$ cat src/rtl/cpu_bus_master.sv
// Memory-side responder for the CPU fetch and load/store ports. Both ports are
// serialised onto one command/response bus, one transaction at a time, data first.
module cpu_bus_master #(
  parameter int ADDR_W = 32,
  parameter int DATA_W = 32
) (
  input  logic                  clk,
  input  logic                  rst,

  input  logic                  InstrReq,
  input  logic [ADDR_W-1:0]     InstrAddr,
  output logic                  InstrWait,
  output logic [DATA_W-1:0]     InstrRdata,

  input  logic                  DataReq,
  input  logic                  DataWrite,
  input  logic [ADDR_W-1:0]     DataAddr,
  input  logic [DATA_W-1:0]     DataWdata,
  input  logic [DATA_W/8-1:0]   DataStrb,
  output logic                  DataWait,
  output logic [DATA_W-1:0]     DataRdata,

  output logic                  bus_valid,
  input  logic                  bus_ready,
  output logic                  bus_we,
  output logic [ADDR_W-1:0]     bus_addr,
  output logic [DATA_W-1:0]     bus_wdata,
  output logic [DATA_W/8-1:0]   bus_strb,
  input  logic                  bus_resp_valid,
  input  logic [DATA_W-1:0]     bus_rdata
);

  typedef enum logic [1:0] {IDLE, CMD, RESP, DONE} state_t;
  typedef enum logic {OWN_INSTR, OWN_DATA} owner_t;

  state_t                state, state_next;
  owner_t                owner;

  logic                  cmd_we;
  logic [ADDR_W-1:0]     cmd_addr;
  logic [DATA_W-1:0]     cmd_wdata;
  logic [DATA_W/8-1:0]   cmd_strb;

  logic [DATA_W-1:0]     resp_data;
  logic [DATA_W-1:0]     instr_q;
  logic [DATA_W-1:0]     data_q;

  logic                  instr_deliver;
  logic                  data_deliver;
  logic                  resp_capture;

  // NOTE: sequential state uses non-blocking assignments so every register
  // samples pre-edge values regardless of process evaluation order.
  always_ff @(posedge clk or posedge rst) begin
    if (rst) state <= IDLE;
    else     state <= state_next;
  end

  // NOTE: every output of this block is defaulted first so no path through
  // the case statement can leave a value unassigned and infer a latch.
  always_comb begin
    state_next    = state;
    bus_valid     = 1'b0;
    resp_capture  = 1'b0;
    instr_deliver = 1'b0;
    data_deliver  = 1'b0;
    unique case (state)
      IDLE: if (DataReq || InstrReq) state_next = CMD;
      CMD: begin
        bus_valid = 1'b1;
        if (bus_ready) state_next = RESP;
      end
      RESP: if (bus_resp_valid) begin
        resp_capture = ~cmd_we;
        state_next   = DONE;
      end
      DONE: begin
        state_next    = IDLE;
        data_deliver  = (owner == OWN_DATA);
        // A fetch is only handed back if the CPU still wants that exact address.
        instr_deliver = (owner == OWN_INSTR) && InstrReq && (InstrAddr == cmd_addr);
      end
      default: state_next = IDLE;
    endcase
  end

  always_ff @(posedge clk or posedge rst) begin
    if (rst) begin
      owner     <= OWN_INSTR;
      cmd_we    <= 1'b0;
      cmd_addr  <= '0;
      cmd_wdata <= '0;
      cmd_strb  <= '0;
    end else if (state == IDLE) begin
      if (DataReq) begin
        owner     <= OWN_DATA;
        cmd_we    <= DataWrite;
        cmd_addr  <= DataAddr;
        cmd_wdata <= DataWdata;
        cmd_strb  <= DataStrb;
      end else if (InstrReq) begin
        owner     <= OWN_INSTR;
        cmd_we    <= 1'b0;
        cmd_addr  <= InstrAddr;
        cmd_wdata <= '0;
        cmd_strb  <= '1;
      end
    end
  end

  always_ff @(posedge clk or posedge rst) begin
    if (rst) begin
      resp_data <= '0;
      instr_q   <= '0;
      data_q    <= '0;
    end else begin
      if (resp_capture)                 resp_data <= bus_rdata;
      if (instr_deliver)                instr_q   <= resp_data;
      if (data_deliver && !cmd_we)      data_q    <= resp_data;
    end
  end

  // The delivered word is presented in the DONE cycle itself, then held.
  assign InstrRdata = instr_deliver ? resp_data : instr_q;
  assign DataRdata  = (data_deliver && !cmd_we) ? resp_data : data_q;

  assign InstrWait  = InstrReq & ~instr_deliver;
  assign DataWait   = DataReq  & ~data_deliver;

  assign bus_we     = cmd_we;
  assign bus_addr   = cmd_addr;
  assign bus_wdata  = cmd_wdata;
  assign bus_strb   = cmd_strb;

endmodule

$ cat config.mk
export PLATFORM = sky130hd
export DESIGN_NAME = cpu_bus_master
export DESIGN_NICKNAME = d
export VERILOG_FILES = /design/src/rtl/cpu_bus_master.sv
export SDC_FILE = /design/constraint.sdc
export NUM_CORES = 1
export LEC_CHECK = 0
export BUFFER_PORTS_ARGS = -buffer_cell sky130_fd_sc_hd__buf_2
export CORE_ASPECT_RATIO = 0.8
export CORE_MARGIN = 3
export CORE_UTILIZATION = 53
export CTS_CLUSTER_DIAMETER = 150
export DETAILED_ROUTE_END_ITERATION = 7
export HOLD_SLACK_MARGIN = 0.06
export PLACE_DENSITY = 0.86
export SYNTH_ARGS = -nofsm -noshare
export SYNTH_HDL_FRONTEND = slang
export SYNTH_SLANG_ARGS = --single-unit
$ cat constraint.sdc
create_clock -name clk -period 17 [get_ports clk]
set_clock_uncertainty 0.05 [all_clocks]
set_input_delay 3.4 -clock clk [delete_from_list [all_inputs] [get_ports clk]]
set_output_delay 3.4 -clock clk [all_outputs]
set_load 0.05 [all_outputs]
==> key figures <==
Synth
  • Mapped Cells: 571
  • Number of synthesized flops with an enable pin: 0
  • Mean post-synth cell area: 12.3 sq um
  • Number of library cell types mapped by synthesis: 26
  • Yosys warns: 0
  • Asr flop ratio synth: 1.00
  • Share of the synthesized area in the top cell type: 0.597
  • Most area-hungry cell type in the Yosys netlist: dfrtp_1
  • Mapped Area: 7040 sq um
  • Synth Register Bits: 168
  • Post-synthesis sequential area ratio: 0.597
  • Top cells by area, synth: dfrtp_1 (60%), mux2_2 (15%), nand2_1 (5.7%), mux2i_1 (4.6%), xor2_1 (3.4%)
  • Syn_nets: 715
  • Synth cell count leaders: dfrtp_1 (168), nand2_1 (106), mux2_2 (94)
  • Post-synth top flop: dfrtp_1
  • Most common cell in the netlist: dfrtp_1

Drt
  • Post-route DRC: 0
  • Final antenna-violating net count: 0
  • Detailed-route via count: 5216
  • Drt wl/cell: 17.0 um
  • DRT iter0 DRCs: 253
  • Final wirelength: 17400 um
  • Vias/cell: 5.09
  • DR pass1 iterations: 4

Pwr
  • VDD IR max: 0.126 mV
  • Power Total: 1.97 mW
  • Pwr Density: 215 nW/um^2
  • LEAKAGE: 4.97 nW

Clock tree
  • Clock slew at reported path FFs: 0.07 ns
  • Clock sinks: 168
  • CTS tree: done
  • Htree depth: 4
  • PostCTS Resize Cnt: 0
  • Clock tree buffer depth: 2
  • Root Buffer Master: clkbuf_16
  • Clock Latency Late Sink: 0.41 ns
  • CTS Buf Count: 17
  • Total setup buffers inserted after CTS: 0
  • Post-CTS Hold Buffers: 0

Worst setup path
  • CP endpoint kind: output pin
  • CP peak stage delay: 0.53 ns
  • Crit path DAT: 5.69 ns
  • Worst-path fanout max: 33
  • CP Cell Sequence: buf_2, xor2_1, nor4_1, nand4_1, nor4_4, buf_4, mux2_2, buf_2
  • Crit path top cell by count: buf_2
  • CP startpoint kind: input pin
  • Required time worst endpoint: 13.55 ns
  • R2r setup slk: 14.42 ns
  • Slowest CP cell: nor4_1
  • Setup CP Type: in2out

Floorplan
  • IO Pins: 275
  • Die height: 109 um
  • Die X: 135 um
  • Initial core utilization: 0.560
  • Rows: 36
  • Core area: 12600 sq um
  • Die area: 14700 sq um

Placed design
  • Pre-CTS setup slack: 7.90 ns
  • Placed insts: 991
  • Dpl hpwl: 12600 um
  • Port bufs: 274
  • GPL Wtd Cong: 0.853
  • Placed inst area: 8550 sq um

Global routing
  • Initial antenna violation count: 2
  • GRT Resource Usage Total: 0.240
  • First-pass GRT wire length: 27600 um
  • Congestion Overflow GR: 0
  • Largest net degree at the start of global routing: 107
  • Vias in the first global route: 5338

Timing
  • Max frequency: 0.109 GHz
  • Slew HR: 0.350
  • Worst Max-Slew Pin Slew: 0.976 ns
  • Final period utilization: 0.537
  • # setup viols final: 0
  • Tmin final: 9.14 ns
  • Unrepaired setup endpoints after global routing: no
  • Final hold vios: 0
  • TNS Setup: 0 ns
  • Final Slew Violations: 0
  • Final worst slack: 7.86 ns

Job
  • Max-cap viol count: 0

Cells and area
  • Multi-input logic area: 2680 sq um
  • Finished Layout Cells: 1025
  • Post-route cell area: 9160 sq um
  • Nets@finish: 983
  • Synth-to-Final Area Change: 30.1%
  • Layout cell share with drive strength beyond 1: 0.481
  • Fillers: 899
  • Seq. cell area: 4200 sq um

Run status
  • Status: finished, final reports clean

Worst hold path
  • Worst hold path type: reg2reg
==> final timing paths <==
path	from	endpoint	depth (start not counted)
worst max-delay path	InstrAddr[0]	InstrRdata[22]	8
worst min-delay path	bus_wdata[4]	bus_wdata[4]	2
worst max register to register	bus_addr[0]	instr_q[14]	6
worst min register to register	bus_wdata[4]	bus_wdata[4]	2
max in group asynchronous	rst	resp_data[18]	3
min in group asynchronous	rst	instr_q[12]	2
==> worst max-delay path: cells and delay by family <==
family / cells / cell delay [ns]
simple gates: 3 / 0.96
buf+inv: 3 / 0.75
mux: 1 / 0.41
xor+xnor: 1 / 0.13
==> cell type report <==
class,instances,share of cell area
diodes,2,0.000547
multi-input cells,366,0.293
clock inverters,15,0.0193
flip-flops and latches,168,0.459
clock buffers,17,0.0465
well taps,171,0.0234
repair buffers,281,0.156
inverters,5,0.00260
==> layout by cell type (no fill, tap or decap), types with 2 or more instances in the layout <==
| master | instances |
|---|---|
| nand3_1 | 34 |
| inv_8 | 5 |
| ha_1 | 5 |
| buf_4 | 7 |
| clkinv_8 | 2 |
| nand3b_1 | 2 |
| clkbuf_16 | 17 |
| mux2i_1 | 32 |
| nand4_1 | 2 |
| dfrtp_1 | 168 |
| mux2_2 | 94 |
| nor2b_1 | 5 |
| o21ai_0 | 37 |
| nor4_1 | 6 |
| inv_6 | 5 |
| clkinv_4 | 2 |
| nand2_1 | 106 |
| xor2_1 | 27 |
| diode_2 | 2 |
| xnor2_1 | 5 |
| buf_2 | 274 |
| mux2_1 | 3 |
| inv_1 | 4 |
==> logic make-up (layout without fill, tap and decap cells) <==
kind of cell               after synthesis  count (layout)  synth area share
other                                    0               2                 0
buffers and inverters                   37             318            0.0229
DFF                                    168             168             0.597
muxes                                  129             129             0.201
xor gates and xnor gates                32              32            0.0398
and+or+nand+nor                        159             159            0.0999
adders and majority gates                5               5           0.00889
AOI/OAI and AO/OA                       41              41            0.0302
==> where the power goes <==
| group | switching [mW] | total [mW] | leakage, nW | internal (mW) |
|---|---|---|---|---|
| registers | 0.0975 | 0.653 | 2.12 | 0.555 |
| clock network | 0.175 | 0.387 | 0.298 | 0.211 |
| logic | 0.683 | 0.929 | 2.55 | 0.246 |
| total | 0.956 | 1.97 | 4.97 | 1.01 |
==> per-stage QoR <==
step                      utilization  hold WS [ns]
after floorplan                     -         0.426
after global placement          0.680         0.395
after detailed placement        0.680         0.404
after CTS                       0.728         0.419
after global routing            0.728         0.443
final                           0.728         0.416
==> flip-flops by register name (all words and copies together), names as in the netlist <==
signal,cells
state,2
resp_data,32
owner,1
data_q,32
bus_addr,32
instr_q,32
bus_strb,4
bus_we,1
bus_wdata,32
==> metal layers <==
| layer | routed length [um] | track usage | up-vias |
|---|---|---|---|
| met4 | 369 | 0.0785 | 0 |
| met3 | 1340 | 0.0770 | 26 |
| met1 | 7310 | 0.306 | 2516 |
| li1 | - | - | 2485 |
| met5 | 0 | 0 | - |
| met2 | 8430 | 0.393 | 189 |
Note: power is estimated with default switching activity, not from simulation.
